## config.mk

```make
export PLATFORM = sky130hd
export DESIGN_NAME = pll_reset_seq
export DESIGN_NICKNAME = d
export VERILOG_FILES = /design/src/rtl/pll_reset_seq.sv
export SDC_FILE = /design/constraint.sdc
export NUM_CORES = 1
export LEC_CHECK = 0
export CELL_PAD_IN_SITES_DETAIL_PLACEMENT = 1
export CELL_PAD_IN_SITES_GLOBAL_PLACEMENT = 2
export CORE_UTILIZATION = 38
export DETAILED_ROUTE_END_ITERATION = 8
export GPL_ROUTABILITY_DRIVEN = 1
export GPL_TIMING_DRIVEN = 1
export PLACE_DENSITY_LB_ADDON = 0.2
export REMOVE_ABC_BUFFERS = 1
export SYNTH_ARGS = -nofsm -noshare
export SYNTH_HDL_FRONTEND = slang
export SYNTH_SLANG_ARGS = --single-unit
export TNS_END_PERCENT = 1
```

## constraint.sdc

```tcl
create_clock -name clock -period 2.8 [get_ports clock]
set_clock_uncertainty 0.2 [all_clocks]
set_input_delay 0.56 -clock clock [delete_from_list [all_inputs] [get_ports clock]]
set_output_delay 0.56 -clock clock [all_outputs]
set_load 0.01 [all_outputs]
```

## src/rtl/pll_reset_seq.sv

```systemverilog
// rtl/pll_reset_seq.sv - PLL lock qualified, staggered multi-channel reset sequencer
// Optional loss-of-lock counter port loss_count enabled by macro PLL_RESET_SEQ_LOSS_CNT_EN.
module pll_reset_seq #(
    parameter int NUM_RST            = 2,
    parameter int SYNC_STAGES        = 2,
    parameter int LOCK_STABLE_CYCLES = 1024,
    parameter int STAGGER_CYCLES     = 16
) (
    input  logic               clock,
    input  logic               reset_n,
    input  logic               lock,
    input  logic               sw_reset,
    output logic [NUM_RST-1:0] reset,
    output logic               ready,
    output logic               lock_lost
`ifdef PLL_RESET_SEQ_LOSS_CNT_EN
    ,
    output logic [7:0]         loss_count
`endif
);

    typedef enum logic [1:0] {WAIT_LOCK, STABLE, RELEASE, RUN} state_t;

    localparam logic [15:0] CNT_LAST  = 16'(LOCK_STABLE_CYCLES - 1);
    localparam logic [7:0]  STAG_LAST = 8'(STAGGER_CYCLES - 1);
    localparam logic [3:0]  IDX_LAST  = 4'(NUM_RST - 1);

    state_t               r_state, w_state_nxt;
    logic [SYNC_STAGES-1:0] r_sync;
    logic                 w_lock_s;
    logic [15:0]          r_cnt, w_cnt_nxt;
    logic [7:0]           r_stag, w_stag_nxt;
    logic [3:0]           r_idx, w_idx_nxt, w_idx_inc;
    logic [NUM_RST-1:0]   r_reset, w_reset_nxt;
    logic                 r_ready, w_ready_nxt;
    logic                 r_lock_lost, w_lock_lost_nxt;
    logic                 w_enter_rel;

    always_ff @(posedge clock or negedge reset_n) begin
        if (!reset_n) begin
            r_sync <= '0;
        end else begin
            r_sync <= {r_sync[SYNC_STAGES-2:0], lock};
        end
    end

    assign w_lock_s  = r_sync[SYNC_STAGES-1];
    assign w_idx_inc = r_idx + 4'd1;

    // The WAIT_LOCK->STABLE edge already counts as the first stable cycle.
    always_comb begin
        w_state_nxt     = r_state;
        w_cnt_nxt       = r_cnt;
        w_stag_nxt      = r_stag;
        w_idx_nxt       = r_idx;
        w_reset_nxt     = r_reset;
        w_ready_nxt     = r_ready;
        w_lock_lost_nxt = r_lock_lost;
        w_enter_rel     = 1'b0;
        case (r_state)
            WAIT_LOCK: begin
                w_reset_nxt = '1;
                w_ready_nxt = 1'b0;
                w_cnt_nxt   = '0;
                if (!sw_reset && w_lock_s) begin
                    if (LOCK_STABLE_CYCLES == 1) begin
                        w_enter_rel = 1'b1;
                    end else begin
                        w_state_nxt = STABLE;
                        w_cnt_nxt   = 16'd1;
                    end
                end
            end
            STABLE: begin
                if (sw_reset || !w_lock_s) begin
                    w_state_nxt = WAIT_LOCK;
                    w_cnt_nxt   = '0;
                end else if (r_cnt == CNT_LAST) begin
                    w_enter_rel = 1'b1;
                end else begin
                    w_cnt_nxt = r_cnt + 16'd1;
                end
            end
            default: begin
                if (!w_lock_s || sw_reset) begin
                    w_state_nxt = WAIT_LOCK;
                    w_reset_nxt = '1;
                    w_ready_nxt = 1'b0;
                    w_cnt_nxt   = '0;
                    w_stag_nxt  = '0;
                    w_idx_nxt   = '0;
                    if (!w_lock_s) begin
                        w_lock_lost_nxt = 1'b1;
                    end
                end else if (r_state == RELEASE) begin
                    if (r_stag == STAG_LAST) begin
                        w_stag_nxt = '0;
                        w_idx_nxt  = w_idx_inc;
                        for (int i = 0; i < NUM_RST; i++) begin
                            if (4'(i) == w_idx_inc) begin
                                w_reset_nxt[i] = 1'b0;
                            end
                        end
                        if (w_idx_inc == IDX_LAST) begin
                            w_ready_nxt = 1'b1;
                            w_state_nxt = RUN;
                        end
                    end else begin
                        w_stag_nxt = r_stag + 8'd1;
                    end
                end
            end
        endcase
        if (w_enter_rel) begin
            w_state_nxt    = RELEASE;
            w_cnt_nxt      = '0;
            w_stag_nxt     = '0;
            w_idx_nxt      = '0;
            w_reset_nxt    = '1;
            w_reset_nxt[0] = 1'b0;
            if (NUM_RST == 1) begin
                w_ready_nxt = 1'b1;
                w_state_nxt = RUN;
            end
        end
    end

    always_ff @(posedge clock or negedge reset_n) begin
        if (!reset_n) begin
            r_state     <= WAIT_LOCK;
            r_cnt       <= '0;
            r_stag      <= '0;
            r_idx       <= '0;
            r_reset     <= '1;
            r_ready     <= 1'b0;
            r_lock_lost <= 1'b0;
        end else begin
            r_state     <= w_state_nxt;
            r_cnt       <= w_cnt_nxt;
            r_stag      <= w_stag_nxt;
            r_idx       <= w_idx_nxt;
            r_reset     <= w_reset_nxt;
            r_ready     <= w_ready_nxt;
            r_lock_lost <= w_lock_lost_nxt;
        end
    end

    assign reset     = r_reset;
    assign ready     = r_ready;
    assign lock_lost = r_lock_lost;

`ifdef PLL_RESET_SEQ_LOSS_CNT_EN
    logic [7:0] r_loss_cnt;
    logic       w_loss_evt;

    assign w_loss_evt = ((r_state == RELEASE) || (r_state == RUN)) && !w_lock_s;

    always_ff @(posedge clock or negedge reset_n) begin
        if (!reset_n) begin
            r_loss_cnt <= '0;
        end else if (w_loss_evt && (r_loss_cnt != 8'hFF)) begin
            r_loss_cnt <= r_loss_cnt + 8'd1;
        end
    end

    assign loss_count = r_loss_cnt;
`endif

endmodule

```

# After elaboration in Yosys (flattened, before gate mapping)
# Index checks and enable logic that the tools add are counted.
[totals]
elab_cells = 91
regBits = 36
input_bits = 4
output_inout_bits = 4
[op_classes]
n_bitwise = 3
addsub = 3
reduce_logical = 26
muxes = 39
eq_ne = 11
[op_table]
columns = ["operator", "count"]
rows = [
  ["$mux W16", 4],
  ["$mux W8", 5],
  ["$pmux W16 S2", 1],
  ["$reduce_bool A4 Y1", 6],
  ["$mux W2", 11],
  ["$mux W4", 5],
  ["$add A16 B1 Y16 const B", 1],
  ["$eq A16 B10 Y1 const B", 1],
  ["$reduce_bool A3 Y1", 5],
  ["$reduce_and A4 Y1", 3],
  ["$mux W1", 10],
  ["$add A8 B1 Y8 const B", 1],
  ["$eq A8 B4 Y1 const B", 1],
  ["$pmux W2 S2", 2],
  ["$ne A3 B3 Y1 const B", 2],
  ["$reduce_and A3 Y1", 2],
  ["$reduce_and A5 Y1", 1],
  ["$add A4 B1 Y4 const B", 1],
  ["$eq A1 B4 Y1 const A", 1],
  ["$eq A4 B1 Y1 const B", 1],
  ["$logic_not A4 Y1", 1],
  ["$ne A4 B4 Y1 const B", 1],
  ["$reduce_and A2 Y1", 2],
  ["$not A1 Y1", 3],
  ["other kinds (10)", 11],
]

# Logic depth before layout (Yosys ltp)
[depth]
ltp_word = 8
ltp_mapped = 7
mapped_depth_nobuf = 6

# Worst setup path before layout
# No wires, ideal clock.
[synth_path]
path_type = "register to register"
start = "register r_stag[4]"
end = "register r_idx[3]"
slack_ns = 0.803
period_less_slack_ns = 1.997
t_arrival_ns = 1.724
required_ns = 2.528
setup_ns = 0.072
n_path_buf = 1
stages_incl_launch_ff = 7
path_cell_list = "dfrtp_1 or4_4 buf_6 or3_4 nor4_2 a21oi_1 nor2_1"
[synth_between]
elab_chain_cells = 3
[synth_rtl]
columns = ["element", "line_no", "source"]
rows = [
  ["start, declared", "32", "logic [7:0] r_stag, w_stag_nxt;"],
  ["start signal, assigned", "140", "r_stag <= w_stag_nxt;"],
  ["$eq A8 B4 Y1", "96", "if (r_stag == STAG_LAST) begin"],
  ["$reduce_bool A3 Y1 (no line)", "n/a", ""],
  ["$reduce_and A3 Y1 (no line)", "n/a", ""],
  ["end signal, assigned", "141", "r_idx <= w_idx_nxt;"],
  ["end, declared", "33", "logic [3:0] r_idx, w_idx_nxt, w_idx_inc;"],
]
# Every way passes these cells.
# A chain may end at the register's enable or synchronous reset.

# Worst setup path after layout
[layout_path]
start = "input sw_reset"
end = "register r_stag[7]"
[layout_between]
elab_chain_cells = 5
elab_cells_between_ends = 9
cone_classes = "eq/ne: 1; mux: 5; reduce/logical: 3"
[layout_rtl]
columns = ["element", "line_no", "source"]
rows = [
  ["start, declared", "12", "input logic sw_reset,"],
  ["$logic_or A1 B1 Y1 (*)", "75, 85", ""],
  ["$mux W1", "75", "if (sw_reset || !w_lock_s) begin"],
  ["$mux W1", "60", "case (r_state)"],
  ["$ne A2 B1 Y1 (no line) / $reduce_bool A3 Y1 (equally long branches)", "n/a", ""],
  ["$reduce_and A2 Y1 (no line)", "n/a", ""],
]
# Every way passes the cells marked *; elsewhere a longest branch is shown, timed or not. The select of a mux whose other input is x is not followed.

==> flow_summary.json <==
{
  "synthCells": 220,
  "total_leakage_power_nw": 0.988,
  "drt_iter0_drc": 145,
  "dp_cells": 294,
  "worstPathMaxFanout": 7,
  "final_layout_size_suffix_gt1_frac": 0.112,
  "synth_top_family_by_area": "simple AND/OR/NAND/NOR gates",
  "rrSetupSlack_ps": 530,
  "initial_core_util": 0.393,
  "period_needed_ps": 2340,
  "critPathLaunchType": "input pin",
  "fin_crit_sh": 0.836,
  "gp_congestion": 0.883,
  "synth_top_area_frac": 0.424,
  "synth_compound_area_frac": 0.175,
  "synth_mux_area_frac": 0.0156,
  "gr-usage-met1": 0.271,
  "max_slew.worst_pin.slew_ps": 583,
  "fin_tns_setup_ps": 0,
  "wl_um": 5120,
  "top_usage_layer": "met2",
  "dr.pass1.iters": 4,
  "min_path_cells": 0,
  "htreeDepth": 2,
  "numCtsBuffers": 5,
  "synthTopCellsByArea": "dfrtp_1 (42%), a21oi_1 (5.2%), o21ai_0 (4.7%)",
  "synth-xor-area-share": 0.0262,
  "clock_path_buffers": 2,
  "achievable-frequency_ghz": 0.427,
  "rows": 26,
  "io_buffers": 7,
  "post_cts_buffers": 0,
  "grt_first_pass_wirelength_um": 8610,
  "crit_path_top_delay_cell": "nor2b_1",
  "die_h_um": 74.7,
  "met3_usage": 0.0469,
  "ctsHoldBuffers": 0,
  "path_buf_inv": 1,
  "ys_seq_area_frac": 0.450,
  "drtAntennaViolNets": 0,
  "reg2regPathDepth": 7,
  "critical_path_class": "input pin to flop",
  "via_count": 1719,
  "synth_edf_count": 0,
  "clk_latency_ps": 290,
  "cts.sinks": 36,
  "synth_cell_types": 52,
  "rsz0062_at_grt": "no",
  "area_delta_synth_final_pct": 16.6,
  "synth-simple-area-share": 0.264,
  "die_width_um": 74.7,
  "synth_most_common_cell": "dfrtp_1",
  "powerDensity_mw_per_mm2": 520,
  "yosysTopAreaCell": "dfrtp_1",
  "slew_violations": 0,
  "cts_resized": 0,
  "cp.required_ps": 2820,
  "netlist_area_mm2": 0.00201,
  "synth-adder-area-share": 0.0312,
  "relSlewSlack": 0.611,
  "vias_per_cell": 5.69,
  "grt.overflow.total": 0,
  "ys_ff_latch": 36,
  "synth_async_sr_flop_share": 1.00,
  "ioPinCount": 8,
  "cp_cell_sequence": "clkdlybuf4s50_1 > nor2b_1 > o2111ai_1 > or3_1 > a21oi_1",
  "dieArea_mm2": 0.00558,
  "cp_top_family": "simple AND/OR/NAND/NOR gates",
  "syn_area_per_cell_um2": 9.12,
  "synth_commonest_cells": "dfrtp_1 (34), a21oi_1 (21), nor2_1 (20)",
  "met2_usage": 0.338,
  "nNetsFinal": 240,
  "ys_warn_count": 0,
  "irDropWorstVdd_uv": 294,
  "clk_pin_slew_ps": 70,
  "cp_slowest_stage_delay_ps": 460,
  "yosys_most_used_dff": "dfrtp_1",
  "cts_root_buf": "clkbuf_8",
  "cp.depth": 5,
  "core_area_mm2": 0.00511,
  "setup_viol": 0,
  "grt_usage": 0.206,
  "grt_pass1_vias": 1788,
  "wire_per_inst_um": 17.0,
  "grt_max_degree": 37,
  "outcome": "complete, no violations",
  "antenna_found_initial": 0,
  "drc": 0,
  "crit_path_end_kind": "flop",
  "diodes": 0,
  "cap_viol_max_count": 0,
  "cts_tree": "yes",
  "hold_class": "flop to flop",
  "instances_no_fill": 302,
  "hold_violations": 0,
  "hpwl_um": 3540,
  "crit_arrival_ps": 2360
}
cells in the final DEF (no fill, tap or decap), drive strengths merged, types with 8 or more instances in the layout:
cell,Yosys,layout
dfrtp,34,34
nor2,20,20
nand2,12,12
or3,10,10
inv,8,8
o21ai,19,19
and3,8,8
a21oi,21,21
nand3,10,10
report_power, final:
group	leakage, nW	total (mW)	switching [mW]	internal (mW)
Clock	0.0784	0.641	0.195	0.446
Combinational	0.420	0.0436	0.0269	0.0168
Sequential	0.490	0.532	0.00580	0.526
Total	0.988	1.22	0.228	0.988
cell families after synthesis:
kind of cell / Yosys count
and+or+nand+nor: 93
AOI/OAI and AO/OA: 59
DFF: 36
buffers and inverters: 18
xor gates and xnor gates: 6
adders and majority gates: 5
muxes: 3
sequential cells by signal, indices dropped and copies added, names as in the netlist:
register,count
r_idx,4
r_cnt,16
r_sync,2
r_stag,8
lock_lost,1
reset,2
ready,1
r_state,2
path summary, 6_finish.rpt:
check	from	end
setup / recovery	sw_reset	r_stag[7]
hold / removal	r_sync[0]	r_sync[1]
setup reg to reg	r_cnt[0]	r_cnt[7]
hold reg to reg	r_sync[0]	r_sync[1]
max in group asynchronous	reset_n	reset[0]
min in group asynchronous	reset_n	r_cnt[10]
per-stage QoR:
| stage | hold slack (ps) | power (mW) | utilization | cell area, um2 | setup WS, ps |
|---|---|---|---|---|---|
| floorplan | 64.4 | 0.556 | - | 1960 | 696 |
| global placement | 143 | 0.585 | 0.427 | 2180 | 329 |
| detailed placement | 152 | 0.586 | 0.427 | 2180 | 201 |
| CTS | 183 | 1.23 | 0.458 | 2340 | 460 |
| global route | 184 | 1.26 | 0.458 | 2340 | 372 |
| finish | 177 | 1.22 | 0.458 | 2340 | 458 |
routing by layer:
layer / wire (um) / vias to the layer above
met5: 0 / -
met4: 56 / 0
met3: 180 / 7
met2: 2450 / 22
met1: 2440 / 865
li1: - / 825
layout make-up:
| type | count | area, um2 |
|---|---|---|
| clock buffer | 5 | 68.8 |
| sequential | 36 | 903 |
| tap | 70 | 87.6 |
| fill | 595 | 2770 |
| multi-input combinational | 166 | 1030 |
| inverter | 8 | 30.0 |
| timing repair buffer | 14 | 135 |
| clock inverter | 3 | 90.1 |
worst reg2reg max path, delay by kind of cell (launching register included):
family                   cells  cell delay (ps)
AO/OA/AOI/OAI                3              550
AND/OR/NAND/NOR              2              530
flip-flops                   1              390
adder cells (fa/ha/maj)      1              320
buffers and inverters        1              170
(Power assumes the default switching activity.)
